## src/rtl/proximity_pkg.sv

```systemverilog
// Shared types and constants for the proximity monitor slice.
// Distance is carried in centimetres on a 12-bit bus.
package proximity_pkg;

    localparam int DIST_W = 12;

    typedef logic [DIST_W-1:0] distance_t;

    typedef enum logic [1:0] {
        IDLE,
        FIRE,
        WAIT_RESULT,
        GAP
    } mon_state_t;

endpackage

```

## src/rtl/proximity_monitor_moving_avg_filter.sv

```systemverilog
// Power-of-two moving average over accepted distance samples.
// Emits a registered average once the window has filled.
module moving_avg_filter
    import proximity_pkg::*;
#(
    parameter int AVG_LOG2 = 2
) (
    input  logic      clk,
    input  logic      rst_n,
    input  distance_t i_sample,
    input  logic      i_strobe,
    output distance_t o_avg,
    output logic      o_valid,
    output distance_t o_avg_next,
    output logic      o_load
);

    localparam int N      = 1 << AVG_LOG2;
    localparam int SUM_W  = DIST_W + AVG_LOG2;
    localparam int FILL_W = AVG_LOG2 + 1;

    distance_t          r_win [N];
    logic [SUM_W-1:0]   r_sum;
    logic [SUM_W-1:0]   w_sum_next;
    logic [FILL_W-1:0]  r_fill;
    logic [FILL_W-1:0]  w_fill_next;
    distance_t          r_avg;
    logic               r_valid;

    // r_win[N-1] is the oldest entry; zero until the window fills
    always_comb begin
        w_sum_next  = r_sum + SUM_W'(i_sample) - SUM_W'(r_win[N-1]);
        w_fill_next = (r_fill == FILL_W'(N)) ? r_fill
                                              : r_fill + FILL_W'(1);
        o_load      = i_strobe && (w_fill_next == FILL_W'(N));
        o_avg_next  = w_sum_next[SUM_W-1:AVG_LOG2];
    end

    always_ff @(posedge clk or negedge rst_n) begin
        if (!rst_n) begin
            for (int i = 0; i < N; i++) begin
                r_win[i] <= '0;
            end
            r_sum   <= '0;
            r_fill  <= '0;
            r_avg   <= '0;
            r_valid <= 1'b0;
        end else begin
            r_valid <= o_load;
            if (i_strobe) begin
                r_win[0] <= i_sample;
                for (int i = 1; i < N; i++) begin
                    r_win[i] <= r_win[i-1];
                end
                r_sum  <= w_sum_next;
                r_fill <= w_fill_next;
            end
            if (o_load) begin
                r_avg <= o_avg_next;
            end
        end
    end

    assign o_avg   = r_avg;
    assign o_valid = r_valid;

endmodule

```

## src/rtl/proximity_monitor.sv

```systemverilog
// Periodic measurement scheduler with echo timeout, smoothing
// and a hysteretic obstacle flag.
module proximity_monitor
    import proximity_pkg::*;
#(
    parameter int        PERIOD_CYCLES  = 3_000_000,
    parameter int        TIMEOUT_CYCLES = 2_500_000,
    parameter int        AVG_LOG2       = 2,
    parameter distance_t NEAR_CM        = 12'd20,
    parameter distance_t FAR_CM         = 12'd25
) (
    input  logic      clk,
    input  logic      rst_n,
    input  logic      enable,
    output logic      measure,
    input  distance_t dist_in,
    input  logic      dist_valid,
    output distance_t avg_dist,
    output logic      avg_valid,
    output logic      obstacle,
    output logic      no_echo
);

    localparam int             CNT_W  = $clog2(PERIOD_CYCLES);
    localparam logic [CNT_W-1:0] P_LAST = CNT_W'(PERIOD_CYCLES - 1);
    localparam logic [CNT_W-1:0] T_LAST = CNT_W'(TIMEOUT_CYCLES - 1);

    mon_state_t       r_state;
    mon_state_t       w_state_next;
    logic [CNT_W-1:0] r_cnt;
    logic             r_no_echo;
    logic             r_obstacle;
    logic             w_accept;
    logic             w_timeout;
    distance_t        w_avg_next;
    logic             w_load;

    always_ff @(posedge clk or negedge rst_n) begin
        if (!rst_n) begin
            r_state <= IDLE;
        end else begin
            r_state <= w_state_next;
        end
    end

    always_comb begin
        w_state_next = r_state;
        w_accept     = 1'b0;
        w_timeout    = 1'b0;
        case (r_state)
            IDLE: begin
                if (enable) begin
                    w_state_next = FIRE;
                end
            end
            FIRE: begin
                w_state_next = WAIT_RESULT;
            end
            WAIT_RESULT: begin
                // A sample arriving on the timeout cycle takes priority
                if (dist_valid) begin
                    w_accept     = 1'b1;
                    w_state_next = GAP;
                end else if (r_cnt == T_LAST) begin
                    w_timeout    = 1'b1;
                    w_state_next = GAP;
                end
            end
            GAP: begin
                if (r_cnt == P_LAST) begin
                    w_state_next = enable ? FIRE : IDLE;
                end
            end
            default: w_state_next = IDLE;
        endcase
    end

    // One counter serves both period and timeout: both start at FIRE
    always_ff @(posedge clk or negedge rst_n) begin
        if (!rst_n) begin
            r_cnt <= '0;
        end else if (r_state == FIRE) begin
            r_cnt <= '0;
        end else if (r_state == WAIT_RESULT || r_state == GAP) begin
            r_cnt <= r_cnt + CNT_W'(1);
        end
    end

    always_ff @(posedge clk or negedge rst_n) begin
        if (!rst_n) begin
            r_no_echo  <= 1'b0;
            r_obstacle <= 1'b0;
        end else begin
            if (w_accept) begin
                r_no_echo <= 1'b0;
            end else if (w_timeout) begin
                r_no_echo <= 1'b1;
            end
            if (w_load) begin
                if (w_avg_next < NEAR_CM) begin
                    r_obstacle <= 1'b1;
                end else if (w_avg_next > FAR_CM) begin
                    r_obstacle <= 1'b0;
                end
            end
        end
    end

    moving_avg_filter #(
        .AVG_LOG2 (AVG_LOG2)
    ) u_filter (
        .clk        (clk),
        .rst_n      (rst_n),
        .i_sample   (dist_in),
        .i_strobe   (w_accept),
        .o_avg      (avg_dist),
        .o_valid    (avg_valid),
        .o_avg_next (w_avg_next),
        .o_load     (w_load)
    );

    assign measure  = (r_state == FIRE);
    assign obstacle = r_obstacle;
    assign no_echo  = r_no_echo;

endmodule

```

## config.mk

```make
export PLATFORM = sky130hd
export DESIGN_NAME = proximity_monitor
export DESIGN_NICKNAME = d
export VERILOG_FILES = /design/src/rtl/proximity_pkg.sv /design/src/rtl/proximity_monitor_moving_avg_filter.sv /design/src/rtl/proximity_monitor.sv
export SDC_FILE = /design/constraint.sdc
export NUM_CORES = 1
export LEC_CHECK = 0
export BUFFER_PORTS_ARGS = -buffer_cell sky130_fd_sc_hd__buf_2
export CAP_MARGIN = 5
export CORE_MARGIN = 5
export CORE_UTILIZATION = 30
export CTS_BUF_LIST = sky130_fd_sc_hd__clkbuf_4 sky130_fd_sc_hd__clkbuf_8
export DETAILED_ROUTE_END_ITERATION = 7
export GPL_TIMING_DRIVEN = 1
export PLACE_DENSITY_LB_ADDON = 0.15
export SLEW_MARGIN = 20
export SYNTH_ARGS = -nofsm -noshare
export SYNTH_HDL_FRONTEND = slang
export SYNTH_SLANG_ARGS = --single-unit
```

## constraint.sdc

```tcl
create_clock -name clk -period 6.3 [get_ports clk]
set_input_delay 1.89 -clock clk [delete_from_list [all_inputs] [get_ports clk]]
set_output_delay 1.89 -clock clk [all_outputs]
set_load 0.02 [all_outputs]
```

==> flow_metrics.py, run 1 <==
metrics = {
    "grt": {
        "grtUsageMet1_pct": 15.15,
        "grt_usage_pct": 11.06,
        "grt_pass1_wl_um": 18170,
        "use_met2_pct": 16.86,
        "grt_max_degree": 83,
        "grt_antenna_before_repair": 0,
        "grt_pass1_vias": 3678,
        "grt.busiest_layer": "met2",
        "met3_usage_pct": 3.182,
        "overflow": 0,
    },
    "finish": {
        "n_antenna_cell": 0,
        "layout.nets": 565,
        "drive_gt1_share_pct": 18.62,
        "multi_input_area_um2": 2436,
        "seq_area_um2": 2603,
        "final_util_pct": 34.32,
        "area_growth_pct": 11.99,
        "fillCellCount": 1746,
    },
    "power": {
        "power.density_nw_per_um2": 563.6,
        "p_leak_nw": 2.873,
        "worst_ir_drop_vdd_mv": 0.2048,
    },
    "logic_synthesis": {
        "synthArstFlopShare_pct": 100.0,
        "syn_avg_cell_area_um2": 10.93,
        "synth_edf_count": 0,
        "synthFlopType": "dfrtp_1",
        "post-synth-top-area-fraction_pct": 49.10,
        "seq_area_frac_synth_pct": 49.10,
        "synth_nets": 534,
        "ys_warn_count": 0,
        "synth-seq-cells": 104,
        "synth_cell_types": 50,
        "syn_inst": 485,
        "syn_area_um2": 5300,
        "yosys-top-cells-area": "dfrtp_1 (49%), mux2_2 (8.7%), ha_1 (5.0%)",
        "synth_top_cell_by_area": "dfrtp_1",
    },
    "floorplan": {
        "dieArea_um2": 20420,
        "pin_count": 32,
        "core_area_um2": 17300,
        "die_w_um": 142.9,
        "die_h_um": 142.9,
        "rows": 48,
        "initial_core_util_pct": 30.64,
    },
    "worst_setup_path": {
        "startpoint_type": "input port",
        "cp-end-kind": "flop",
        "required_ns": 6.58,
        "setup.worst_path.class": "input port to flop",
        "crit_fanout": 5,
        "critPathArrivalTime_ns": 4.65,
    },
    "sta": {
        "min_period_ns": 4.370,
        "clock_skew_ns": 0.01341,
        "final_hold_viol_count": 0,
        "rsz0062_at_grt": "false",
        "relSlewSlack_pct": 33.68,
        "setup_tns_ns": 0,
        "max_slew.worst_pin.slew_ns": 0.9948,
        "finalMaxSlewViolations": 0,
        "final-setup-viol-count": 0,
        "max_freq_ghz": 0.2288,
        "post-route-period-util_pct": 69.37,
    },
    "place": {
        "routabilityCongestion": 0.7986,
        "place_hpwl_um": 7242,
        "port_buffers": 31,
    },
    "routing": {
        "drt-initial-drc-count": 131,
        "wl_per_cell_um": 13.63,
        "first_pass_iters": 4,
        "drc": 0,
        "viasPerCell": 4.642,
        "ant_nets": 0,
        "detailroute.via_count": 3463,
        "wirelength_um": 10170,
    },
    "clocking": {
        "clockRootBuffer": "clkbuf_8",
        "cts_resized": 0,
        "cts.sinks": 104,
        "clk_latency_ns": 0.38,
        "cts_hold_buffers": 0,
        "numCtsBuffers": 9,
        "cts_tree": "built",
        "htreeDepth": 3,
        "cts_post_setup_buffers_inserted": 0,
        "clk_pin_slew_ns": 0.10,
        "cts_max_path_buffers": 2,
    },
    "run_status": {
        "status": "completed",
    },
    "flow_run": {
        "cap_viol_max_count": 0,
    },
    "hold_path": {
        "hold_class": "flop to flop",
    },
}
[logic make-up (layout without fill, tap and decap cells)]
group | after synthesis | in the layout | synth area share [%]
and+or+nand+nor | 114 | 114 | 10.46
DFF | 104 | 104 | 49.10
buffers and inverters | 74 | 110 | 5.241
AOI/OAI and AO/OA | 70 | 70 | 8.168
muxes | 59 | 59 | 12.42
adders and majority gates | 33 | 33 | 9.490
xor gates and xnor gates | 31 | 31 | 5.123
[power breakdown]
part / switching [mW] / internal, mW / total, mW
Clock: 0.235 / 0.211 / 0.446
Combinational: 1.08 / 0.750 / 1.83
Sequential: 0.148 / 0.920 / 1.07
[cell type report]
class                      instances  area share (%)
clock inverter                     4          0.8642
tap                              225           4.743
inverter                          60           3.794
sequential                       104           43.84
timing repair buffer              34           3.035
clock buffer                      12           2.677
multi-input combinational        307           41.04
[synthesized netlist by cell type, types with 3 or more instances]
cell type	count
o21bai_1	3
nand3_1	10
a21oi_1	17
xnor2_1	13
xor2_1	18
nand2_1	41
mux2_2	41
nor3_1	3
nand2b_1	3
o21ai_0	12
mux2_1	13
and3_1	8
clkbuf_1	14
nor2_1	30
ha_1	21
a21o_1	3
mux2i_1	5
dfrtp_1	104
fa_1	12
o21ai_1	17
nand4_1	3
inv_1	60
[placed cells by master (no fill, tap or decap), drive strengths merged, types with 8 or more instances in the layout]
cell type / instances
xor2: 18
buf: 34
clkbuf: 12
o21ai: 29
nor2: 30
ha: 21
mux2: 54
inv: 61
a21oi: 17
and3: 8
nand3: 10
nand2: 41
dfrtp: 104
fa: 12
xnor2: 13
[through the flow]
step	instance area (um^2)	setup slack (ns)	total power [mW]	hold WS, ns	instances
after floorplan	5300	1.880	2.442	0.4498	485
after global placement	5725	1.598	2.898	0.4618	730
after detailed placement	5725	1.525	2.934	0.4713	730
after CTS	5936	1.944	3.406	0.4946	746
after global routing	5936	1.699	3.715	0.5163	746
final	5936	1.930	3.346	0.4887	746
[worst paths after layout]
kind	start	end	slack, ns	cells past startpoint
setup / recovery	dist_in[4]	obstacle$_DFFE_PN0P_	1.93	12
hold / removal	u_filter.r_win[39]$_DFFE_PN0P_	u_filter.r_win[39]$_DFFE_PN0P_	0.49	2
setup reg to reg	u_filter.r_sum[4]$_DFFE_PN0P_	obstacle$_DFFE_PN0P_	3.20	11
hold reg to reg	u_filter.r_win[39]$_DFFE_PN0P_	u_filter.r_win[39]$_DFFE_PN0P_	0.49	2
max in group asynchronous	rst_n	u_filter.r_win[8]$_DFFE_PN0P_	3.66	2
min in group asynchronous	rst_n	u_filter.r_win[15]$_DFFE_PN0P_	1.59	1
[state kept, by name, summed over array words and instances, names as in the netlist]
name              flops
u_filter.o_valid      1
r_state               2
obstacle              1
u_filter.o_avg       12
no_echo               1
r_cnt                22
u_filter.r_fill       3
u_filter.r_win       48
u_filter.r_sum       14
[per-layer routing]
layer / share of wire, % / wire length, um
met3: 4.6 / 464
met4: 1.6 / 162
met1: 49 / 4952
met2: 45 / 4587
met5: 0 / 0
[worst max-delay path, cell delays in order]
cell	delay (ns)
buf_2	0.07
inv_1	0.06
fa_1	0.53
inv_1	0.04
ha_1	0.35
a21oi_1	0.31
a21boi_1	0.14
o2111a_1	0.31
nor3_1	0.23
xor2_1	0.31
o2111ai_1	0.16
o41ai_1	0.24
(Power assumes the default switching activity.)
==> inputs of run 2 (changes only) <==
ABC_AREA = 1   (was default)
clock period = 4.1 ns   (was 6.3 ns; I/O delays follow)
==> run 2 against run 1 <==
Effect of this change: final cell count grew 36%; worst hold slack got worse by 0.024 ns; sequential share of layout area fell by 2.7 points; power rose by 60%; sequential cell count stayed put; first-iteration DRC count up 85%; worst setup slack got worse by 0.96 ns; clock power increased by 38%; largest cell class unchanged; largest power group unchanged.
==> flow_metrics.py, run 2 <==
metrics = {
    "run_status": {
        "status": "completed",
    },
    "grt": {
        "grt_antenna_before_repair": 0,
        "grt_max_degree": 78,
        "grt_usage_pct": 12.30,
        "grt_pass1_wl_um": 22050,
        "grt_pass1_vias": 4355,
        "overflow": 0,
    },
    "logic_synthesis": {
        "synth-seq-cells": 104,
        "seq_area_frac_synth_pct": 45.40,
        "synthTopCellsByCount": "nand2_1 (273), inv_1 (119), dfrtp_1 (104)",
        "yosysMostFrequentCell": "nand2_1",
        "syn_avg_cell_area_um2": 7.642,
        "synth_nets": 799,
        "synthArstFlopShare_pct": 100.0,
        "syn_area_um2": 5732,
        "synth_edf_count": 0,
        "post-synth-top-area-fraction_pct": 45.40,
        "synth_top_cell_by_area": "dfrtp_1",
        "synth_cell_types": 35,
        "ys_warn_count": 0,
        "syn_inst": 750,
        "yosys-top-cells-area": "dfrtp_1 (45%), nand2_1 (18%), inv_1 (7.8%)",
        "synthFlopType": "dfrtp_1",
    },
    "power": {
        "intPower_mw": 2.680,
        "clockPowerShare_pct": 11.5,
        "p_leak_nw": 3.386,
        "worst_ir_drop_vdd_mv": 0.2224,
        "p_sw_share_pct": 49.80,
        "power.density_nw_per_um2": 843.1,
        "seqPwrFrac_pct": 30.3,
        "pwr-share-comb_pct": 58.2,
        "p_sw_mw": 2.659,
    },
    "routing": {
        "drc": 0,
        "wirelength_um": 12680,
        "ant_nets": 0,
        "viasPerCell": 4.360,
        "detailroute.via_count": 4434,
        "first_pass_iters": 4,
        "wl_per_cell_um": 12.47,
        "drt-initial-drc-count": 243,
    },
    "floorplan": {
        "die_w_um": 148.2,
        "die_h_um": 148.2,
        "initial_core_util_pct": 30.54,
        "rows": 50,
        "pin_count": 32,
        "dieArea_um2": 21970,
        "core_area_um2": 18770,
    },
    "clocking": {
        "clockRootBuffer": "clkbuf_8",
        "cts.sinks": 104,
        "cts_max_path_buffers": 2,
        "htreeDepth": 3,
        "clk_latency_ns": 0.39,
        "numCtsBuffers": 9,
        "cts_tree": "built",
        "cts_hold_buffers": 0,
        "clk_pin_slew_ns": 0.10,
        "cts_resized": 0,
        "cts_post_setup_buffers_inserted": 0,
    },
    "finish": {
        "area_growth_pct": 10.48,
        "layout.nets": 827,
        "layout_commonest_cell": "nand2_1",
        "final_cells": 1017,
        "largest_register": "u_filter.r_win",
        "drive_gt1_share_pct": 8.685,
        "fillCellCount": 2038,
        "layout_common_cells": "nand2_1 (273), inv_1 (119), dfrtp_1 (104)",
        "stdcell_area_um2": 6332,
        "n_antenna_cell": 0,
        "reg_top3": "u_filter.r_win (48), r_cnt (22), u_filter.r_sum (14)",
        "largest_reg_flops": 48,
    },
    "worst_setup_path": {
        "critPathArrivalTime_ns": 3.45,
        "startpoint_type": "input port",
        "required_ns": 4.43,
        "cp_cell_sequence": "buf_2, inv_1, fa_1, inv_1, ha_1, nand2_1, nor2_1, nand2_1, nand3_2, nand2_1, nand2_1, nand2_1, nand2_1, nand2_1, nor2_1, nand2_1, nand2_1",
        "cp-end-kind": "flop",
        "setup.worst_path.class": "input port to flop",
        "critPathSlowestCell": "fa_1",
        "crit_fanout": 6,
        "cp_common_cell": "nand2_1",
        "critPathMaxStageDelay_ns": 0.54,
    },
    "place": {
        "port_buffers": 31,
        "routabilityCongestion": 0.7929,
        "dpl-instance-area_um2": 6155,
        "dp_cells": 1001,
        "place_hpwl_um": 9133,
    },
    "flow_run": {
        "cap_viol_max_count": 0,
    },
    "sta": {
        "post-route-period-util_pct": 76.27,
        "final_hold_viol_count": 0,
        "fin_hold_ws_ns": 0.4645,
        "rsz0062_at_grt": "false",
        "max_freq_ghz": 0.3198,
        "min_period_ns": 3.127,
        "finalMaxSlewViolations": 0,
        "setup_tns_ns": 0,
        "max_slew.worst_pin.slew_ns": 0.7316,
        "final-setup-viol-count": 0,
        "relSlewSlack_pct": 51.22,
        "clock_skew_ns": 0.008625,
    },
    "hold_path": {
        "hold_class": "flop to flop",
    },
}
-- run 2: cell types whose count changed in the layout (fill, tap and decap cells not counted), sizes merged, moves of 12 or more --
| cell | change |
|---|---|
| nand2 | +233 |
| inv | +61 |
| mux2 | -54 |
| nand3 | +24 |
| nor2 | +18 |
| o21ai | +18 |
| nand4 | +17 |
| xor2 | -16 |
| xnor2 | -12 |
-- run 2: critical path: cells and delay by family --
| family | cells | cell delay [ns] |
|---|---|---|
| and+or+nand+nor | 12 | 1.10 |
| adders and majority gates | 2 | 0.92 |
| buffers and inverters | 3 | 0.21 |
-- run 2: cell type report --
class	instances	area [um^2]	share of cell area, %
Clock buffer	11	145.1	2.292
Clock inverter	5	32.53	0.5137
Inverter	124	471.7	7.449
Multi-Input combinational cell	504	2587	40.86
Sequential cell	104	2603	41.10
Tap cell	234	292.8	4.624
Timing Repair Buffer	35	200.2	3.161
-- run 2: path summary, 6_finish.rpt --
path	from	endpoint	slack [ns]	cells past startpoint
worst max register to register	u_filter.r_sum[4]$_DFFE_PN0P_	obstacle$_DFFE_PN0P_	1.62	16
worst min-delay path	u_filter.r_win[22]$_DFFE_PN0P_	u_filter.r_win[10]$_DFFE_PN0P_	0.46	2
worst min register to register	u_filter.r_win[22]$_DFFE_PN0P_	u_filter.r_win[10]$_DFFE_PN0P_	0.46	2
min in group asynchronous	rst_n	u_filter.r_win[36]$_DFFE_PN0P_	0.86	1
worst max-delay path	dist_in[4]	obstacle$_DFFE_PN0P_	0.97	17
max in group asynchronous	rst_n	u_filter.r_win[22]$_DFFE_PN0P_	2.51	2
-- run 2: per-stage QoR --
stage          util, %  power (mW)  worst slack, ns
2_1_floorplan        -       3.963           0.9114
3_3_place_gp     32.79       4.790           0.5485
3_5_place_dp     32.79       4.786           0.5466
4_1_cts          33.74       5.434           0.9648
5_1_grt          33.74       6.017           0.7437
6_report         33.74       5.339           0.9727
-- run 2: routing by layer --
metal	up-vias	wire [um]	GRT usage, %
li1	2387	-	-
met1	1994	6740	17.90
met2	41	5349	18.36
met3	12	429	2.803
met4	0	165	3.510
met5	-	0	0
-- run 2: cell families after synthesis --
| family | Yosys count | synth area share [%] |
|---|---|---|
| buffers and inverters | 142 | 9.452 |
| and+or+nand+nor | 392 | 28.86 |
| AOI/OAI and AO/OA | 76 | 7.051 |
| DFF | 104 | 45.41 |
| xor gates and xnor gates | 3 | 0.4585 |
| adders and majority gates | 33 | 8.775 |
-- run 2: power by group through the flow --
stage	clock (mW)	sequential, mW	combinational, mW
floorplan	0	1.66	2.31
global placement	0	1.64	3.15
detailed placement	0	1.64	3.15
CTS	0.647	1.62	3.17
global route	0.690	1.66	3.66
finish	0.615	1.62	3.11
